--- src/rtl/my_or16.sv ---
// my_or16: word-wide bitwise OR assembled from 2-input NAND gates, plus an OR-tree
// "any bit set" flag and a one-cycle registered copy qualified by a valid strobe.
module my_or16 #(
  parameter int WIDTH = 16
) (
  input  logic             CLK,
  input  logic             RST_N,
  input  logic [WIDTH-1:0] A,
  input  logic [WIDTH-1:0] B,
  input  logic             IN_VALID,
  output logic [WIDTH-1:0] OUT,
  output logic [WIDTH-1:0] OUT_Q,
  output logic             OUT_VALID,
  output logic             OUT_ANY
);

  wire [WIDTH-1:0]   a_n_s;
  wire [WIDTH-1:0]   b_n_s;
  wire [WIDTH-1:0]   or_s;
  wire [2*WIDTH-2:0] tree_s;

  logic [WIDTH-1:0] out_q_d;
  logic [WIDTH-1:0] out_q_q;
  logic             out_valid_d;
  logic             out_valid_q;

  // Per-bit OR as NAND(NAND(a,a), NAND(b,b)): invert each operand, then NAND.
  for (genvar i = 0; i < WIDTH; i++) begin : g_bit
    nand u_nand_a (a_n_s[i], A[i], A[i]);
    nand u_nand_b (b_n_s[i], B[i], B[i]);
    nand u_nand_o (or_s[i], a_n_s[i], b_n_s[i]);
  end

  // Heap-ordered reduction: leaves occupy [WIDTH-1:0], node WIDTH+k merges
  // nodes 2k and 2k+1, and the root lands on the top index.
  assign tree_s[WIDTH-1:0] = or_s;
  for (genvar k = 0; k < WIDTH - 1; k++) begin : g_tree
    or u_or2 (tree_s[WIDTH+k], tree_s[2*k], tree_s[2*k+1]);
  end

  assign OUT     = or_s;
  assign OUT_ANY = tree_s[2*WIDTH-2];

  // Next-state for the capture stage: load on strobe, otherwise hold data and drop valid.
  always_comb begin
    out_q_d     = out_q_q;
    out_valid_d = 1'b0;
    if (IN_VALID) begin
      out_q_d     = or_s;
      out_valid_d = 1'b1;
    end else begin
      out_q_d     = out_q_q;
      out_valid_d = 1'b0;
    end
  end

  // Capture flops; reset clears both data and valid without waiting for a clock.
  always_ff @(posedge CLK or negedge RST_N) begin
    if (!RST_N) begin
      out_q_q     <= {WIDTH{1'b0}};
      out_valid_q <= 1'b0;
    end else begin
      out_q_q     <= out_q_d;
      out_valid_q <= out_valid_d;
    end
  end

  assign OUT_Q     = out_q_q;
  assign OUT_VALID = out_valid_q;

endmodule

--- config.mk ---
export PLATFORM = sky130hd
export DESIGN_NAME = my_or16
export DESIGN_NICKNAME = d
export VERILOG_FILES = /design/src/rtl/my_or16.sv
export SDC_FILE = /design/constraint.sdc
export NUM_CORES = 1
export LEC_CHECK = 0
export CAP_MARGIN = 0
export CORE_UTILIZATION = 32
export DETAILED_ROUTE_END_ITERATION = 8
export GPL_ROUTABILITY_DRIVEN = 0
export GPL_TIMING_DRIVEN = 0
export PLACE_DENSITY_LB_ADDON = 0.2
export SYNTH_ARGS = -nofsm -noshare
export SYNTH_HDL_FRONTEND = slang
export SYNTH_SLANG_ARGS = --single-unit
--- constraint.sdc ---
create_clock -name CLK -period 2.9 [get_ports CLK]
set_input_delay 0.58 -clock CLK [delete_from_list [all_inputs] [get_ports CLK]]
set_output_delay 0.58 -clock CLK [all_outputs]
set_load 0.1 [all_outputs]
==> impl_summary.txt <==
----------------------------------------------------
[Power]
  VDD IR-drop max ... 0.279 mV
  Power share of the clock group ... 16.1%
  Post-route total power ... 0.763 mW
  Switching part of the total power ... 46.3%
  Pwr dens ... between 500 and 600 nW/um^2
  Combinational share of power ... 49.2%
  Switching Power ... around 0.35 mW
  Reported leakage power ... 0.630 nW
  Part of the total power dissipated in sequential elements ... 34.7%
  Internal ... 0.410 mW

[Floorplanning]
  X dimension of the die ... ~50 um
  Top-Level Pins ... 69
  Initial core utilization ... around a third
  Area of the die ... 2530 um^2
  Total core area ... 2210 um^2
  Standard-cell row count ... 17
  Overall die height ... 50.3 um

[Global route]
  Initial antenna violation count ... 0
  Wire length of the first global-routing pass ... 3.46 mm
  Maximum number of pins on one net before global-route repair ... 18
  Global-route usage over all layers ... between 15 and 20%
  Vias in the first global route ... between 700 and 800
  Congestion Overflow GR ... 0

[Final layout]
  Layout-stage area growth over the synthesis result ... 102%
  # fillers ... around 190
  Area used by sequential logic in the layout ... between 400 and 500 um^2
  Post-route cell area ... 1510 um^2
  Area used by multi-input combinational logic ... between 200 and 300 um^2
  Final core utilization ... between 60% and 70%
  Cell Count, Final, Fillers Out ... roughly 190
  Post-layout nets ... 197
  Layout cells sized above 1 ... 6.83%
  Number of inserted diodes ... 0

[Worst setup path]
  Arrival time of data at the critical path endpoint ... 2.29 ns
  Cells traversed along the worst timing path ... clkdlybuf4s50_1 > nor2_2 > inv_1 > clkdlybuf4s50_1
  Critical Path Max Stage Delay ... 1.13 ns
  Critical-path maximum fanout ... 3
  Req. time, crit path ... 2.32 ns
  CP Capture Type ... output pin
  Worst path slowest cell ... sky130_fd_sc_hd__clkdlybuf4s50_1
  Cell repeated most along the worst path ... sky130_fd_sc_hd__clkdlybuf4s50_1
  Critical path class ... in -> out
  Startpoint class of the critical path ... input port
  Number of buffer and inverter instances along the worst setup path ... 3
  Crit-path leading delay family ... buffers and inverters

[Detailed routing]
  Detailed-route wire length ... 2.10 mm
  Number of iterations in the first detailed-routing pass ... 4
  Vias ... 840
  ANT nets after route ... 0
  Drt initial violations ... 15
  Via-to-Cell Ratio ... 4.44
  DR WL/cell ... 11.1 um
  Drc violations ... 0

[Timing]
  Final count of negative-setup-slack endpoints ... 0
  Setup Total Neg Slack ... 0 ns
  Post-Route Skew ... 0 ns
  Share of the cycle needed by the critical path after routing ... 99.0%
  Worst slew margin relative to its limit ... 34.2%
  RSZ-0062 raised after global routing ... false
  Hold slack final ... ~0.53 ns
  Peak Freq ... 0.348 GHz
  PnR worst setup slack ... 0.0296 ns
  Fin. max-slew vios ... 0
  Actual transition at the worst max-transition pin ... 0.984 ns
  Tmin final ... 2.87 ns
  Hold Violations, Final ... 0

[Clock network]
  Clock-pin slew on the worst setup and hold paths ... about 0.090 ns
  Clock buffer count from CTS ... 3
  # hold bufs at CTS ... 0
  CTS H-Tree Depth ... 1
  # resized after CTS ... 3
  Number of setup buffers added after CTS ... 0
  Clock root cell ... sky130_fd_sc_hd__clkbuf_4
  Clock network latency to the later pin of the worst-skew pair ... 0.28 ns
  CTS tree ... done
  Clock buffer depth ... 2
  Clock Sink Count ... 17

[Run status]
  Outcome ... complete, no violations

[Logic synthesis]
  Average footprint of a synthesized cell ... 8.39 um^2
  Flops & latches, synth ... 17
  Mapped Area ... 747 um^2
  Synthesized Nets ... between 100 and 150
  Post-synthesis cell count ... 89
  Proportion of synthesized chip area in sequential cells ... about 57%
  Number of unique standard cell types used by synthesis ... 8
  Number of warnings printed during yosys synthesis ... 0

[Place]
  Post-Place Cells ... 185
  Detailed Place HPWL ... 1.70 mm
  Worst slack at placement ... -0.486 ns
  Number of I/O port buffers ... 68
  Cell Area, Placed ... 1460 um^2

[Job]
  Max_cap viols ... 0

[Hold path]
  Kind of path behind the tightest hold check ... reg -> reg

----------------------------------------------------
## routing by layer
layer  up-vias  global-route usage, %  wire length (um)
met5         -                      0                 0
met4         0                   4.17                 0
met3         0                   3.94               195
met2        44                   32.0              1050
met1       374                   21.7               848
li1        422                      -                 -
## cell usage after synthesis (all sizes together)
| library cell | number | area, um^2 |
|---|---|---|
| inv | 16 | 60.1 |
| nor2 | 32 | 138 |
| nand4 | 4 | 25.0 |
| a21oi | 16 | 80.1 |
| clkbuf | 3 | 11.3 |
| dfrtp | 17 | 425 |
| or4 | 1 | 7.51 |
## sequential cells by signal, summed over array words and instances, names as in the netlist
| signal | count |
|---|---|
| OUT_VALID | 1 |
| OUT_Q | 16 |
## power groups by stage
stage / Clock [mW] / Sequential [mW] / Combinational [mW]
3_5_place_dp: 0 / 0.269 / 0.377
4_1_cts: 0.130 / 0.265 / 0.378
5_1_grt: 0.136 / 0.267 / 0.390
3_3_place_gp: 0 / 0.269 / 0.376
2_1_floorplan: 0 / 0.406 / 0.119
6_report: 0.123 / 0.265 / 0.375
## layout make-up
type,count,share of cell area [%]
well taps,28,2.33
flip-flops and latches,17,28.2
plain buffers,3,0.748
inverters,16,3.99
multi-input cells,53,16.6
clock buffers,4,1.74
repair buffers,68,46.3
## path summary, 6_finish.rpt
path                           from         to  slack, ns  cells past startpoint
max                            A[8]     OUT[8]       0.03                      4
min                        OUT_Q[4]   OUT_Q[4]       0.53                      2
max reg2reg                OUT_Q[8]   OUT_Q[8]       2.20                      2
min reg2reg                OUT_Q[4]   OUT_Q[4]       0.53                      2
max in group asynchronous     RST_N  OUT_Q[12]       1.71                      1
min in group asynchronous     RST_N   OUT_Q[6]       0.72                      1
## placed cells by master, fill, tap and decap left out
cell	n
sky130_fd_sc_hd__clkbuf_1	4
sky130_fd_sc_hd__dlymetal6s2s_1	9
sky130_fd_sc_hd__a21oi_1	16
sky130_fd_sc_hd__or4_1	1
sky130_fd_sc_hd__clkdlybuf4s50_1	58
sky130_fd_sc_hd__nor2_2	7
sky130_fd_sc_hd__dfrtp_1	17
sky130_fd_sc_hd__nand4_1	4
sky130_fd_sc_hd__nor2_1	25
sky130_fd_sc_hd__clkbuf_4	3
sky130_fd_sc_hd__inv_1	16
sky130_fd_sc_hd__buf_2	1
## cell families after synthesis
family          count (synthesis)  synth area share (%)
buf+inv                        19                  9.55
compound gates                 16                  10.7
simple gates                   37                  22.8
flops                          17                  57.0
## worst register-to-register path: stages, from the launching register on
cell and delay [ns]:
sky130_fd_sc_hd__dfrtp_1 0.40, sky130_fd_sc_hd__nor2_1 0.12, sky130_fd_sc_hd__a21oi_1 0.06
No activity file was read; power rests on OpenSTA's default activity.
